### src/rtl/adc_avg_regbank_if.sv
// adc_avg_regbank_if: ADC response stream, I2C slave byte port and sequencer
// CSR signals of the ADC result bank, grouped into one bundle.
// The alarm vector exists only when ADC_THRESH_EN is defined.
interface adc_avg_regbank_if #(
   parameter int NUM_CH = 5,
   parameter int DATA_W = 12
);
   logic              adc_valid;
   logic [4:0]        adc_channel;
   logic [DATA_W-1:0] adc_data;
   logic              adc_endofpacket;
   logic              slave_asserted;
   logic              slave_in_tx_mode;
   logic              slave_tx_request;
   logic [7:0]        slave_rx_buffer;
   logic              slave_rx_available;
   logic [7:0]        slave_tx_buffer;
   logic              seq_csr_address;
   logic              seq_csr_write;
   logic [31:0]       seq_csr_writedata;
   logic              adc_run;
`ifdef ADC_THRESH_EN
   logic [NUM_CH-1:0] alarm;
`endif

   modport slave (
      input  adc_valid, adc_channel, adc_data, adc_endofpacket,
      input  slave_asserted, slave_in_tx_mode, slave_tx_request,
      input  slave_rx_buffer, slave_rx_available,
      output slave_tx_buffer, seq_csr_address, seq_csr_write, seq_csr_writedata,
`ifdef ADC_THRESH_EN
      output alarm,
`endif
      output adc_run
   );

   modport master (
      output adc_valid, adc_channel, adc_data, adc_endofpacket,
      output slave_asserted, slave_in_tx_mode, slave_tx_request,
      output slave_rx_buffer, slave_rx_available,
      input  slave_tx_buffer, seq_csr_address, seq_csr_write, seq_csr_writedata,
`ifdef ADC_THRESH_EN
      input  alarm,
`endif
      input  adc_run
   );
endinterface

### src/rtl/adc_avg_regbank.sv
// adc_avg_regbank: block-averaged ADC result bank behind an I2C slave byte port.
// Results are published to a shadow copy only while no I2C read is in progress,
// so multi-byte reads stay coherent. Optional per-channel threshold alarms are
// built when ADC_THRESH_EN is defined.
module adc_avg_regbank #(
   parameter int                  NUM_CH   = 5,
   parameter int                  DATA_W   = 12,
   parameter logic [5*NUM_CH-1:0] CH_MAP   = {5'd4, 5'd2, 5'd1, 5'd6, 5'd3},
   parameter int                  AVG_LOG2 = 0
) (
   input logic              clk_core,
   input logic              reset_n,
   adc_avg_regbank_if.slave bus
);
   localparam int ACC_W = DATA_W + AVG_LOG2;
   localparam int PKT_W = AVG_LOG2 + 1;
   localparam logic [PKT_W-1:0] PKT_N = PKT_W'(1 << AVG_LOG2);

   logic [1:0]        txr_h_q, rxa_h_q;
   logic              tx_pls_q, rx_pls_q;
   logic [7:0]        config_q, config_d, ptr_q, ptr_d;
   logic [7:0]        cnt_pub_q, cnt_pub_d, tx_buf_q, tx_buf_d;
   logic [3:0]        nbyte_q, nbyte_d;
   logic              valid_q, valid_d, overrun_q, overrun_d, pending_q, pending_d;
   logic              csr_wr_q, csr_wr_d, run_wd_q, run_wd_d;
   logic [PKT_W-1:0]  pkt_q, pkt_d;
   logic [DATA_W-1:0] raw_q [NUM_CH];
   logic [DATA_W-1:0] raw_d [NUM_CH];
   logic [DATA_W-1:0] avg_q [NUM_CH];
   logic [DATA_W-1:0] avg_d [NUM_CH];
   logic [DATA_W-1:0] shadow_q [NUM_CH];
   logic [DATA_W-1:0] shadow_d [NUM_CH];
   logic [ACC_W-1:0]  acc_q [NUM_CH];
   logic [ACC_W-1:0]  acc_d [NUM_CH];
   logic [7:0]        rdata;
   logic              alarm_any;
   logic              rd_en, wr_en, wr_data_en, new_avg, do_pub, blocked;
`ifdef ADC_THRESH_EN
   logic [DATA_W-1:0] thresh_q [NUM_CH];
   logic [DATA_W-1:0] thresh_d [NUM_CH];
   logic [NUM_CH-1:0] alarm_q, alarm_d, alarm_set, alarm_clr;
   assign alarm_any = |alarm_q;
`else
   assign alarm_any = 1'b0;
`endif

   // Edge detectors: 2-flop history, registered pulse for a fixed latency.
   always_ff @(posedge clk_core or negedge reset_n) begin
      if (!reset_n) begin
         txr_h_q  <= '0;
         rxa_h_q  <= '0;
         tx_pls_q <= 1'b0;
         rx_pls_q <= 1'b0;
      end else begin
         txr_h_q  <= {txr_h_q[0], bus.slave_tx_request};
         rxa_h_q  <= {rxa_h_q[0], bus.slave_rx_available};
         tx_pls_q <= txr_h_q[0] & ~txr_h_q[1];
         rx_pls_q <= rxa_h_q[0] & ~rxa_h_q[1];
      end
   end

   // Register-map read mux addressed by the byte pointer.
   always_comb begin
      rdata = 8'h00;
      if (ptr_q == 8'h00) rdata = config_q;
      if (ptr_q == 8'h01) rdata = {5'b0, alarm_any, overrun_q, valid_q};
      if (ptr_q == 8'h02) rdata = cnt_pub_q;
      for (int k = 0; k < NUM_CH; k++) begin
         if (ptr_q == 8'(3 + 2*k)) rdata = shadow_q[k][7:0];
         if (ptr_q == 8'(4 + 2*k)) rdata = 8'(shadow_q[k] >> 8);
      end
`ifdef ADC_THRESH_EN
      if (ptr_q == 8'h1F) rdata = 8'(alarm_q);
      for (int k = 0; k < NUM_CH; k++) begin
         if (ptr_q == 8'(32 + 2*k)) rdata = thresh_q[k][7:0];
         if (ptr_q == 8'(33 + 2*k)) rdata = 8'(thresh_q[k] >> 8);
      end
`endif
   end

   // Next state: I2C byte handling, capture/averaging and gated publishing.
   always_comb begin
      config_d  = config_q;
      ptr_d     = ptr_q;
      cnt_pub_d = cnt_pub_q;
      tx_buf_d  = tx_buf_q;
      nbyte_d   = nbyte_q;
      valid_d   = valid_q;
      run_wd_d  = run_wd_q;
      pkt_d     = pkt_q;
      raw_d     = raw_q;
      avg_d     = avg_q;
      acc_d     = acc_q;
      shadow_d  = shadow_q;
      new_avg   = 1'b0;

      rd_en      = tx_pls_q & bus.slave_asserted & bus.slave_in_tx_mode;
      wr_en      = rx_pls_q & bus.slave_asserted & ~bus.slave_in_tx_mode;
      wr_data_en = wr_en & (nbyte_q != 4'd0);
      csr_wr_d   = wr_data_en & (ptr_q == 8'h00);

      if (!bus.slave_asserted)              nbyte_d = 4'd0;
      else if (wr_en && nbyte_q != 4'hF)    nbyte_d = nbyte_q + 4'd1;

      if (wr_en && nbyte_q == 4'd0) ptr_d = bus.slave_rx_buffer;
      if (wr_data_en) begin
         ptr_d = ptr_q + 8'd1;
         if (ptr_q == 8'h00) begin
            config_d = bus.slave_rx_buffer;
            run_wd_d = bus.slave_rx_buffer[0];
         end
      end
      if (rd_en) begin
         tx_buf_d = rdata;
         ptr_d    = ptr_q + 8'd1;
      end

      for (int k = 0; k < NUM_CH; k++)
         if (bus.adc_valid && bus.adc_channel == CH_MAP[5*k +: 5]) raw_d[k] = bus.adc_data;

      // A channel missing from the packet keeps contributing its last raw value.
      if (bus.adc_valid && bus.adc_endofpacket) begin
         pkt_d = pkt_q + 1'b1;
         for (int k = 0; k < NUM_CH; k++) acc_d[k] = acc_q[k] + ACC_W'(raw_d[k]);
         if (pkt_d == PKT_N) begin
            new_avg = 1'b1;
            pkt_d   = '0;
            for (int k = 0; k < NUM_CH; k++) begin
               avg_d[k] = DATA_W'(acc_d[k] >> AVG_LOG2);
               acc_d[k] = '0;
            end
         end
      end

      blocked   = bus.slave_asserted & bus.slave_in_tx_mode;
      do_pub    = pending_q & ~blocked;
      pending_d = (pending_q & ~do_pub) | new_avg;
      overrun_d = (new_avg & pending_q & ~do_pub) |
                  (overrun_q & ~(wr_data_en & (ptr_q == 8'h01) & bus.slave_rx_buffer[1]));
      if (do_pub) begin
         shadow_d  = avg_q;
         valid_d   = 1'b1;
         cnt_pub_d = cnt_pub_q + 8'd1;
      end
   end

`ifdef ADC_THRESH_EN
   // Threshold registers and sticky alarms; a new alarm wins over a clear.
   always_comb begin
      thresh_d  = thresh_q;
      alarm_set = '0;
      alarm_clr = '0;
      for (int k = 0; k < NUM_CH; k++) begin
         if (wr_data_en && ptr_q == 8'(32 + 2*k)) thresh_d[k][7:0] = bus.slave_rx_buffer;
         if (wr_data_en && ptr_q == 8'(33 + 2*k))
            thresh_d[k][DATA_W-1:8] = bus.slave_rx_buffer[DATA_W-9:0];
         if (do_pub && avg_q[k] > thresh_q[k]) alarm_set[k] = 1'b1;
      end
      if (wr_data_en && ptr_q == 8'h1F) alarm_clr = bus.slave_rx_buffer[NUM_CH-1:0];
      alarm_d = (alarm_q & ~alarm_clr) | alarm_set;
   end

   // Threshold/alarm state.
   always_ff @(posedge clk_core or negedge reset_n) begin
      if (!reset_n) begin
         for (int k = 0; k < NUM_CH; k++) thresh_q[k] <= '1;
         alarm_q <= '0;
      end else begin
         thresh_q <= thresh_d;
         alarm_q  <= alarm_d;
      end
   end

   assign bus.alarm = alarm_q;
`endif

   // Main state registers.
   always_ff @(posedge clk_core or negedge reset_n) begin
      if (!reset_n) begin
         config_q  <= '0;
         ptr_q     <= '0;
         cnt_pub_q <= '0;
         tx_buf_q  <= '0;
         nbyte_q   <= '0;
         valid_q   <= 1'b0;
         overrun_q <= 1'b0;
         pending_q <= 1'b0;
         csr_wr_q  <= 1'b0;
         run_wd_q  <= 1'b0;
         pkt_q     <= '0;
         for (int k = 0; k < NUM_CH; k++) begin
            raw_q[k]    <= '0;
            avg_q[k]    <= '0;
            acc_q[k]    <= '0;
            shadow_q[k] <= '0;
         end
      end else begin
         config_q  <= config_d;
         ptr_q     <= ptr_d;
         cnt_pub_q <= cnt_pub_d;
         tx_buf_q  <= tx_buf_d;
         nbyte_q   <= nbyte_d;
         valid_q   <= valid_d;
         overrun_q <= overrun_d;
         pending_q <= pending_d;
         csr_wr_q  <= csr_wr_d;
         run_wd_q  <= run_wd_d;
         pkt_q     <= pkt_d;
         raw_q     <= raw_d;
         avg_q     <= avg_d;
         acc_q     <= acc_d;
         shadow_q  <= shadow_d;
      end
   end

   assign bus.slave_tx_buffer   = tx_buf_q;
   assign bus.seq_csr_address   = 1'b0;
   assign bus.seq_csr_write     = csr_wr_q;
   assign bus.seq_csr_writedata = {31'b0, run_wd_q};
   assign bus.adc_run           = config_q[0];
endmodule
### src/flat_wrapper.sv
// flat-port wrapper written by rule: the top's interface ports become plain ports
module adc_avg_regbank_flat 
#(
   parameter int                  NUM_CH   = 5,
   parameter int                  DATA_W   = 12,
   parameter logic [5*NUM_CH-1:0] CH_MAP   = {5'd4, 5'd2, 5'd1, 5'd6, 5'd3},
   parameter int                  AVG_LOG2 = 0
)
  (clk_core, reset_n, bus_adc_valid, bus_adc_channel, bus_adc_data, bus_adc_endofpacket, bus_slave_asserted, bus_slave_in_tx_mode, bus_slave_tx_request, bus_slave_rx_buffer, bus_slave_rx_available, bus_slave_tx_buffer, bus_seq_csr_address, bus_seq_csr_write, bus_seq_csr_writedata, bus_adc_run);
  adc_avg_regbank_if #(.NUM_CH(NUM_CH), .DATA_W(DATA_W)) bus_i ();
  input logic clk_core;
  input logic reset_n;
  input wire logic [$bits(bus_i.adc_valid)-1:0] bus_adc_valid;
  input wire logic [$bits(bus_i.adc_channel)-1:0] bus_adc_channel;
  input wire logic [$bits(bus_i.adc_data)-1:0] bus_adc_data;
  input wire logic [$bits(bus_i.adc_endofpacket)-1:0] bus_adc_endofpacket;
  input wire logic [$bits(bus_i.slave_asserted)-1:0] bus_slave_asserted;
  input wire logic [$bits(bus_i.slave_in_tx_mode)-1:0] bus_slave_in_tx_mode;
  input wire logic [$bits(bus_i.slave_tx_request)-1:0] bus_slave_tx_request;
  input wire logic [$bits(bus_i.slave_rx_buffer)-1:0] bus_slave_rx_buffer;
  input wire logic [$bits(bus_i.slave_rx_available)-1:0] bus_slave_rx_available;
  output wire logic [$bits(bus_i.slave_tx_buffer)-1:0] bus_slave_tx_buffer;
  output wire logic [$bits(bus_i.seq_csr_address)-1:0] bus_seq_csr_address;
  output wire logic [$bits(bus_i.seq_csr_write)-1:0] bus_seq_csr_write;
  output wire logic [$bits(bus_i.seq_csr_writedata)-1:0] bus_seq_csr_writedata;
  output wire logic [$bits(bus_i.adc_run)-1:0] bus_adc_run;
  assign bus_i.adc_valid = bus_adc_valid;
  assign bus_i.adc_channel = bus_adc_channel;
  assign bus_i.adc_data = bus_adc_data;
  assign bus_i.adc_endofpacket = bus_adc_endofpacket;
  assign bus_i.slave_asserted = bus_slave_asserted;
  assign bus_i.slave_in_tx_mode = bus_slave_in_tx_mode;
  assign bus_i.slave_tx_request = bus_slave_tx_request;
  assign bus_i.slave_rx_buffer = bus_slave_rx_buffer;
  assign bus_i.slave_rx_available = bus_slave_rx_available;
  assign bus_slave_tx_buffer = bus_i.slave_tx_buffer;
  assign bus_seq_csr_address = bus_i.seq_csr_address;
  assign bus_seq_csr_write = bus_i.seq_csr_write;
  assign bus_seq_csr_writedata = bus_i.seq_csr_writedata;
  assign bus_adc_run = bus_i.adc_run;
  adc_avg_regbank #(.NUM_CH(NUM_CH), .DATA_W(DATA_W), .CH_MAP(CH_MAP), .AVG_LOG2(AVG_LOG2)) u_core (.clk_core(clk_core), .reset_n(reset_n), .bus(bus_i));
endmodule
### config.mk
export PLATFORM = sky130hd
export DESIGN_NAME = adc_avg_regbank_flat
export DESIGN_NICKNAME = d
export VERILOG_FILES = /design/src/rtl/adc_avg_regbank_if.sv /design/src/rtl/adc_avg_regbank.sv /design/src/flat_wrapper.sv
export SDC_FILE = /design/constraint.sdc
export NUM_CORES = 1
export LEC_CHECK = 0
export CAP_MARGIN = 20
export CORE_MARGIN = 10
export CORE_UTILIZATION = 40
export CTS_CLUSTER_DIAMETER = 60
export DETAILED_ROUTE_END_ITERATION = 7
export GPL_ROUTABILITY_DRIVEN = 0
export PLACE_DENSITY = 0.63
export SLEW_MARGIN = 10
export SYNTH_ARGS = -nofsm -noshare
export SYNTH_HDL_FRONTEND = slang
export SYNTH_SLANG_ARGS = --single-unit
### constraint.sdc
create_clock -name clk_core -period 3.75 [get_ports clk_core]
set_input_delay 0.75 -clock clk_core [delete_from_list [all_inputs] [get_ports clk_core]]
set_output_delay 0.75 -clock clk_core [all_outputs]
set_load 0.03 [all_outputs]
# Word-level counts from Yosys, hierarchy flattened
# Cells that the tools add are included.
dict set report totals {
  elab_cells 112
  in_bits 33
  register_bits 227
  output_inout_bits 43
}
dict set report op_classes {
  eq_ne 19
  addsub 3
  n_reduce_logical 13
  n_mux 24
  bitwise_logic 24
}
# cell n
set op_table {}
lappend op_table {{8-bit 2-to-1 mux} 16}
lappend op_table {{12-bit 2-to-1 mux} 5}
lappend op_table {{8-bit by 4-bit equality test with 1-bit output, second input constant} 5}
lappend op_table {{8-bit by 3-bit equality test with 1-bit output, second input constant} 4}
lappend op_table {{8-bit by 1-bit adder with 8-bit output, second input constant} 2}
lappend op_table {{1-bit AND} 16}
lappend op_table {{8-bit by 2-bit equality test with 1-bit output, second input constant} 2}
lappend op_table {{5-bit by 2-bit equality test with 1-bit output, second input constant} 2}
lappend op_table {{5-bit by 3-bit equality test with 1-bit output, second input constant} 2}
lappend op_table {{8-bit by 1-bit equality test with 1-bit output, second input constant} 1}
lappend op_table {{1-bit logical AND} 8}
lappend op_table {{8-bit zero test} 1}
lappend op_table {{4-bit 2-to-1 mux} 2}
lappend op_table {{1-bit NOT} 6}
lappend op_table {{5-bit by 1-bit equality test with 1-bit output, second input constant} 1}
lappend op_table {{4-bit by 1-bit adder with 4-bit output, second input constant} 1}
lappend op_table {{4-bit zero test} 1}
lappend op_table {{4-bit != test, second input constant} 1}
lappend op_table {{4-bit nonzero test} 1}
lappend op_table {{3-bit nonzero test} 1}
lappend op_table {{2-bit by 1-bit != test with 1-bit output, second input constant} 1}
lappend op_table {{1-bit bitwise OR} 2}
lappend op_table {{2-bit AND reduction} 1}
lappend op_table {{1-bit 2-to-1 mux} 1}

# Longest topological paths before layout
# Gate-level depths: netlist of the first run.
dict set report logic_depth {
  depth_word 14
  mapped_depth 9
  mapped_depth_nobuf 7
}

# Worst setup path before layout of the first run
# OpenSTA, ideal clock, no wires.
dict set report synth_path {
  kind {input -> register}
  startpoint {input port bus_slave_asserted}
  endpoint {register u_core.cnt_pub_q[1]}
  cell_stages 5
  required_ns 3.625
  arrival_time_ns 2.150
  setup_time_ns 0.125
  setup_slack_ns 1.475
  cell_sequence {clkbuf_1 > a21boi_1 > buf_2 > buf_1 > mux2_2}
}
dict set report synth_between {
  elab_chain_len 3
}
# item line
set synth_rtl {}
lappend synth_rtl {{from (decl)} flat_wrapper.sv:17} ;# input wire logic [$bits(bus_i.slave_asserted)-1:0] bus_slave_asserted;
lappend synth_rtl {{1-bit AND} adc_avg_regbank.sv:135} ;# blocked = bus.slave_asserted & bus.slave_in_tx_mode;
lappend synth_rtl {{1-bit NOT} adc_avg_regbank.sv:136} ;# do_pub = pending_q & ~blocked;
lappend synth_rtl {{1-bit AND} adc_avg_regbank.sv:136}
lappend synth_rtl {{to (signal assigned)} adc_avg_regbank.sv:200} ;# cnt_pub_q <= cnt_pub_d;
lappend synth_rtl {{to (decl)} adc_avg_regbank.sv:22} ;# logic [7:0] cnt_pub_q, cnt_pub_d, tx_buf_q, tx_buf_d;
# Every way passes these cells.
# A chain may end at the register's enable or synchronous reset.

# Final worst setup path of the first run
dict set report layout_path {
  startpoint {register u_core.ptr_q[5]}
  endpoint {register u_core.tx_buf_q[7], in the netlist u_core.bus.slave_tx_buffer[7]}
}
dict set report layout_between {
  elab_chain_len 14
  elab_cells_between_ends 26
  cone_classes {12 x eq/ne; 13 x mux; 1 x reduce/logical}
}
# item line
set layout_rtl {}
lappend layout_rtl {{from (decl)} adc_avg_regbank.sv:21} ;# logic [7:0] config_q, config_d, ptr_q, ptr_d;
lappend layout_rtl {{from (signal assigned)} adc_avg_regbank.sv:199} ;# ptr_q <= ptr_d;
lappend layout_rtl {{8-bit zero test} adc_avg_regbank.sv:65} ;# if (ptr_q == 8'h00) rdata = config_q;
lappend layout_rtl {{8-bit 2-to-1 mux} adc_avg_regbank.sv:65}
lappend layout_rtl {{8-bit 2-to-1 mux} adc_avg_regbank.sv:66} ;# if (ptr_q == 8'h01) rdata = {5'b0, alarm_any, overrun_q, valid_q};
lappend layout_rtl {{8-bit 2-to-1 mux} adc_avg_regbank.sv:67} ;# if (ptr_q == 8'h02) rdata = cnt_pub_q;
lappend layout_rtl {{8-bit 2-to-1 mux} adc_avg_regbank.sv:69} ;# if (ptr_q == 8'(3 + 2*k)) rdata = shadow_q[k][7:0];
lappend layout_rtl {{8-bit 2-to-1 mux} adc_avg_regbank.sv:70} ;# if (ptr_q == 8'(4 + 2*k)) rdata = 8'(shadow_q[k] >> 8);
lappend layout_rtl {{8-bit 2-to-1 mux} adc_avg_regbank.sv:69}
lappend layout_rtl {{8-bit 2-to-1 mux} adc_avg_regbank.sv:70}
lappend layout_rtl {{8-bit 2-to-1 mux} adc_avg_regbank.sv:69}
lappend layout_rtl {{8-bit 2-to-1 mux} adc_avg_regbank.sv:70}
lappend layout_rtl {{8-bit 2-to-1 mux} adc_avg_regbank.sv:69}
lappend layout_rtl {{8-bit 2-to-1 mux} adc_avg_regbank.sv:70}
lappend layout_rtl {{8-bit 2-to-1 mux} adc_avg_regbank.sv:69}
lappend layout_rtl {{8-bit 2-to-1 mux (*)} adc_avg_regbank.sv:70}
lappend layout_rtl {{to (signal assigned)} adc_avg_regbank.sv:201} ;# tx_buf_q <= tx_buf_d;
lappend layout_rtl {{to (decl)} adc_avg_regbank.sv:22}
# Every way passes the cells marked *; elsewhere a longest branch is shown, timed or not.

==> impl_metrics.csv, run 1 <==
group,metric,value,unit
synthesis,synth_area,0.00983,mm2
sta,fin_crit,2530,ps
clock_network,cts_tree,"yes",
place,hpwlAfterDp,15.6,mm
worst_setup_path,slowest_delay,720,ps
drt,totalWireLength,23.2,mm
worst_setup_path,r2r_setup_slack,1220,ps
worst_setup_path,path_max_fanout,8,
layout,multiInputGateArea,0.00384,mm2
sta,fin_worst_skew,8.18,ps
grt,overflow,0,
clock_network,cts_buffers,25,
power_and_ir_drop,powerDensity,606,mW/mm2
layout,final_layout_size_suffix_gt1_share,25.8,%
drt,final_antenna_net_count,0,
synthesis,synth-async-reset-ratio,100,%
clock_network,cts.htree.levels,1,
grt,grt_pass1_vias,6383,
synthesis,synth_cells,805,
die,dieArea,0.0312,mm2
place,port_buffers,43,
place,dp.cells,1146,
sta,fmax,395,MHz
status,status,"complete, no violations",
die,fp.dieH,177,um
grt,busiest_layer,"met2",
synthesis,ys_types,62,
synthesis,synthFlopType,"dfrtp_1",
layout,area_delta_synth_final,15.4,%
worst_hold_path,hp-class,"input pin to async pin",
worst_setup_path,startpoint,"u_core.ptr_q[5]",
drt,dr.pass1.iters,5,
power_and_ir_drop,fin_total_pwr,6880,uW
sta,slew_viol_final,0,
clock_network,cts.path.max_buffers,3,
layout,regArea,0.00566,mm2
sta,relSlewSlack,35.4,%
worst_setup_path,path_cells,"or4_1, nor2_1, nand3_1, a31oi_1, a211o_1",
grt,use_met2,24.3,%
run,maxCapViolCount,0,
die,initial_core_util,40.5,%
synthesis,ys_seq_area_share,57.6,%
die,core_area,0.0242,mm2
grt,grt_pass1_wl,36.9,mm
die,io_pins,76,
sta,finalCritPeriodShare,67.6,%
worst_setup_path,critPathKind,"flip-flop to flip-flop",
worst_setup_path,end_kind,"flip-flop",
synthesis,synth-seq-cells,226,
drt,drt-wirelength-per-cell,19.5,um
grt,use_met3,2.05,%
worst_setup_path,cpLargestDelayFamily,"simple AND/OR/NAND/NOR gates",
drt,drt_iter0_markers,433,
layout,diodes,0,
worst_setup_path,cpMaxStageDelayCell,"or4_1",
sta,rsz0062_at_grt,"no",
synthesis,synth_area_per_cell,12.2,um2
worst_setup_path,path_buf_inv,0,
sta,finalSetupViolations,0,
power_and_ir_drop,leakage,0.00522,uW
sta,worstMarginPinSlew,962,ps
clock_network,clkTransAtPathRegs,60,ps
grt,track_usage,14.8,%
die,die_w,177,um
sta,tns,0,ps
drt,vias_per_cell,5.28,
clock_network,clk_latency,520,ps
worst_setup_path,worstSetupStartpointType,"flip-flop",
power_and_ir_drop,vdd_drop_max,228,uV
layout,num-nets-final,889,
worst_setup_path,cp.arrival,2990,ps
worst_setup_path,reg2reg_depth,5,
synthesis,synth_edf_count,0,
sta,final_hold_viol_count,0,
drt,num_vias,6283,
grt,use_met1,19.9,%
clock_network,cts_root_buf,"clkbuf_16",
grt,antenna_found_initial,0,
grt,grt_max_degree,100,
drt,drc,0,
synthesis,yosysWarnings,0,
worst_setup_path,required,4200,ps
worst_setup_path,timing.rr.end,"u_core.bus.slave_tx_buffer[7]",
clock_network,hold_buffers,0,
clock_network,cts_sinks,226,
layout,final_cells,1190,
die,std_cell_rows,57,
layout,fillers,2234,
clock_network,cts_setup_buffers,0,
worst_setup_path,r2r-start,"u_core.ptr_q[5]",
clock_network,cts_repair_resize_count,0,
[flip-flops by register name, indices dropped and copies added (netlist names)]
| register | flops |
|---|---|
| u_core.avg_q | 60 |
| u_core.raw_q | 60 |
| u_core.shadow_q | 60 |
| u_core.bus.slave_tx_buffer | 8 |
| u_core.cnt_pub_q | 8 |
| u_core.config_q | 8 |
| u_core.ptr_q | 8 |
| u_core.nbyte_q | 4 |
| u_core.rxa_h_q | 2 |
| u_core.txr_h_q | 2 |
| u_core.bus.seq_csr_write | 1 |
| u_core.overrun_q | 1 |
| u_core.pending_q | 1 |
| u_core.rx_pls_q | 1 |
| u_core.tx_pls_q | 1 |
| u_core.valid_q | 1 |
[placed cells by master, fill, tap and decap left out, types with 4 or more instances in the layout]
cell type	instances
nand2b_1	9
mux2_2	161
a211o_1	4
clkbuf_8	8
buf_4	15
nand3_1	19
a21oi_1	10
ha_1	7
clkdlybuf4s50_1	42
nor2b_1	13
nand4_1	7
nand2_1	106
dfrtp_1	226
xnor2_1	5
and3_1	8
a221oi_1	10
clkbuf_1	9
nor2_1	20
conb_1	32
a22oi_1	4
xor2_1	4
clkbuf_16	25
nor3_1	7
o31ai_1	6
a31oi_1	10
inv_1	13
o21ai_0	24
[metrics by stage]
| stage | worst slack (ps) | utilization [%] | hold slack, ps | instance area [um2] |
|---|---|---|---|---|
| after floorplan | 1480 | - | 347 | 9940 |
| after global placement | 736 | 43.6 | 356 | 10600 |
| after detailed placement | 665 | 43.6 | 360 | 10600 |
| after CTS | 1210 | 46.8 | 305 | 11300 |
| after global routing | 994 | 46.8 | 321 | 11300 |
| final | 1220 | 46.8 | 257 | 11300 |
[logic make-up after synthesis]
logic type,Yosys count,share of synthesized area [%]
xor gates and xnor gates,9,0.802
AOI/OAI and AO/OA,102,7.36
DFF,226,57.6
adders and majority gates,7,0.891
other,1,0.0382
muxes,164,18.8
and+or+nand+nor,208,9.92
buffers and inverters,88,4.66
[Yosys cell counts, types with 2 or more instances]
cell type	number	area, um2
a211o_1	4	35.0
a21oi_1	10	50.1
a221o_1	2	20.0
a221oi_1	10	87.6
a22oi_1	4	30.0
a2bb2oi_1	3	26.3
a31oi_1	10	62.6
a32o_1	2	20.0
and2_1	4	25.0
and3_1	8	50.1
buf_1	7	26.3
buf_2	3	15.0
buf_4	33	248
clkbuf_1	32	120
dfrtp_1	226	5660
ha_1	7	87.6
inv_1	13	48.8
mux2_1	2	22.5
mux2_2	161	1810
nand2_1	106	398
nand2b_1	9	56.3
nand3_1	19	95.1
nand3b_1	3	22.5
nand4_1	7	43.8
nor2_1	20	75.1
nor2b_1	13	81.3
nor3_1	7	35.0
o2111ai_1	2	17.5
o21a_1	3	22.5
o21ai_0	24	120
o21bai_1	2	15.0
o22a_1	2	17.5
o22ai_1	2	12.5
o31ai_1	6	45.0
o32ai_1	2	17.5
or2_2	2	12.5
or4_1	3	22.5
xnor2_1	5	43.8
xor2_1	4	35.0
[worst max-delay path by stage]
stage / slack, ps / to / cells past startpoint
2_1_floorplan: 1480 / u_core.cnt_pub_q[1] / 5
3_3_place_gp: 740 / u_core.ptr_q[5] / 6
3_5_place_dp: 660 / u_core.avg_q[31] / 6
4_1_cts: 1210 / u_core.avg_q[31] / 6
5_1_grt: 990 / u_core.ptr_q[7] / 6
6_report: 1220 / u_core.bus.slave_tx_buffer[7] / 5
[routing by layer]
| layer | vias to the layer above | wire (um) |
|---|---|---|
| met4 | 0 | 585 |
| li1 | 2881 | - |
| met2 | 176 | 11100 |
| met1 | 3182 | 10300 |
| met5 | - | 0 |
| met3 | 44 | 1230 |
[layout make-up]
cell class,count,share of cell area [%]
Clock buffer,42,6.78
Clock inverter,2,0.121
Inverter,13,0.430
Multi-Input combinational cell,522,33.9
Sequential cell,226,49.9
Tap cell,324,3.57
Timing Repair Buffer,61,5.36
[report_power, final]
part,internal (uW),leakage [uW],switching (uW)
registers,2990,0.00291,378
clock network,1380,0.000385,932
logic,575,0.00193,620
Power figures use the tool's default switching activity.
==> run 2, diff against run 1 <==
- PLACE_DENSITY: 0.63 -> 0.65
- clock period: 3.75 -> 2.3 ns (I/O delays scaled with it)
==> impl_metrics.csv, run 2 (same netlist as run 1, synthesis figures left out) <==
group,metric,value,unit
worst_setup_path,endpoint,"u_core.bus.slave_tx_buffer[5]",
die,fp.dieH,177,um
clock_network,cts_setup_buffers,0,
layout,final_cell_mix,"dfrtp_1, mux2_2, nand2_1, clkdlybuf4s50_1, conb_1",
worst_setup_path,path_cells,"buf_4, nor4_1, buf_4, buf_4, and2_1, buf_12, nand4_1, a31oi_1, a211o_1",
grt,overflow,0,
worst_setup_path,critPathKind,"flip-flop to flip-flop",
layout,fillers,2190,
power_and_ir_drop,comb_power_share,18.1,%
clock_network,clkTransAtPathRegs,60,ps
power_and_ir_drop,switching_share,28.2,%
grt,grt_pass1_vias,6507,
place,port_buffers,43,
place,place_ws,-90.2,ps
worst_setup_path,timing.rr.end,"u_core.bus.slave_tx_buffer[5]",
layout,diodes,0,
die,std_cell_rows,57,
clock_network,cts_sinks,226,
power_and_ir_drop,internal_power,8040,uW
place,hpwlAfterDp,15.8,mm
worst_setup_path,worstSetupStartpointType,"flip-flop",
worst_setup_path,cp.arrival,2640,ps
layout,regArea,0.00566,mm2
layout,final_common_cell,"dfrtp_1",
sta,finalCritPeriodShare,94.7,%
drt,num_vias,6288,
worst_setup_path,r2r-start,"u_core.ptr_q[4]",
worst_setup_path,reg2reg_depth,9,
power_and_ir_drop,clkPwrFrac,33.0,%
layout,final_area,0.0116,mm2
worst_hold_path,hp-class,"flip-flop to flip-flop",
grt,track_usage,14.6,%
drt,drc,0,
die,io_pins,76,
worst_setup_path,end_kind,"flip-flop",
status,status,"complete, no violations",
worst_setup_path,startpoint,"u_core.ptr_q[4]",
power_and_ir_drop,leakage,0.00539,uW
grt,grt_max_degree,69,
drt,totalWireLength,22.7,mm
power_and_ir_drop,powerDensity,962,mW/mm2
drt,drt_iter0_markers,472,
grt,grt_pass1_wl,36.9,mm
drt,dr.pass1.iters,5,
sta,finalSetupViolations,0,
clock_network,cts_buffers,24,
worst_setup_path,cpMaxStageDelayCell,"dfrtp_1",
die,initial_core_util,40.5,%
die,die_w,177,um
clock_network,cts.htree.levels,1,
clock_network,cts_tree,"yes",
die,core_area,0.0242,mm2
worst_setup_path,r2r_setup_slack,120,ps
power_and_ir_drop,power.net_switching,3160,uW
run,maxCapViolCount,0,
grt,antenna_found_initial,0,
layout,area_delta_synth_final,18.5,%
power_and_ir_drop,pwr-share-seq,48.9,%
place,placed_area,0.0109,mm2
layout,largestRegisters,"u_core.avg_q: 60 flops, u_core.raw_q: 60 flops, u_core.shadow_q: 60 flops",
worst_setup_path,path_max_fanout,10,
sta,final_hold_viol_count,0,
worst_setup_path,required,2760,ps
drt,final_antenna_net_count,0,
sta,fin_crit,2180,ps
clock_network,cts.path.max_buffers,3,
worst_setup_path,critPathMostFrequentCell,"buf_4",
clock_network,cts_root_buf,"clkbuf_16",
sta,fin_worst_skew,8.77,ps
drt,vias_per_cell,5.18,
layout,multiInputGateArea,0.00384,mm2
sta,finalWorstSetupSlack,123,ps
sta,slew_viol_final,0,
sta,fmax,459,MHz
die,dieArea,0.0312,mm2
sta,tns,0,ps
layout,num-nets-final,913,
sta,relSlewSlack,66.0,%
layout,final_layout_size_suffix_gt1_share,28.3,%
sta,rsz0062_at_grt,"no",
drt,drt-wirelength-per-cell,18.7,um
worst_setup_path,slowest_delay,390,ps
clock_network,clk_latency,520,ps
sta,worstMarginPinSlew,506,ps
power_and_ir_drop,vdd_drop_max,456,uV
-- run 2: worst min path at each step --
| stage | cells after the start | startpoint | endpoint |
|---|---|---|---|
| after floorplan | 0 | reset_n | u_core.avg_q[0] |
| after global placement | 0 | u_core.rxa_h_q[0] | u_core.rxa_h_q[1] |
| after detailed placement | 0 | u_core.rxa_h_q[0] | u_core.rxa_h_q[1] |
| after CTS | 0 | u_core.rxa_h_q[0] | u_core.rxa_h_q[1] |
| after global routing | 0 | u_core.rxa_h_q[0] | u_core.rxa_h_q[1] |
| final | 0 | u_core.rxa_h_q[0] | u_core.rxa_h_q[1] |
-- run 2: worst max-delay path: cells and delay by family (launching register included) --
family / cells / cell delay (ps)
simple gates: 3 / 650
buf+inv: 4 / 640
flops: 1 / 390
compound gates: 2 / 430
-- run 2: metal layers --
layer  global-route usage (%)  routed length [um]  vias up
li1                         -                   -     2921
met1                     19.5               10100     3172
met2                     23.8               10900      148
met3                     2.35                1080       47
met4                     4.62                 561        0
met5                        0                   0        -
-- run 2: per-stage QoR --
step / cells / power (uW) / util (%) / hold WS, ps
after floorplan: 836 / 6740 / - / 164
after global placement: 1170 / 7500 / 44.8 / 358
after detailed placement: 1170 / 7570 / 44.8 / 362
after CTS: 1213 / 11300 / 48.0 / 376
after global routing: 1213 / 11800 / 48.0 / 378
final: 1213 / 11200 / 48.0 / 371
-- run 2: cell type report --
type / instances / area share (%)
clock buffers: 33 / 6.05
clock inverters: 9 / 0.537
inverters: 13 / 0.419
multi-input cells: 522 / 33.0
flip-flops and latches: 226 / 48.6
well taps: 324 / 3.48
repair buffers: 86 / 7.93
-- run 2: timing repair --
action                     4_1_cts  5_1_grt
setup endpoints to repair        4        0
resized for setup                1        0
hold endpoints to repair        47        0
hold buffers                     1        0
-- run 2: power by group through the flow --
stage	clock network [uW]	registers [uW]	logic, uW
finish	3700	5480	2020
global route	3940	5580	2260
CTS	3780	5480	2040
detailed placement	0	5540	2030
global placement	0	5510	1990
floorplan	0	5260	1470
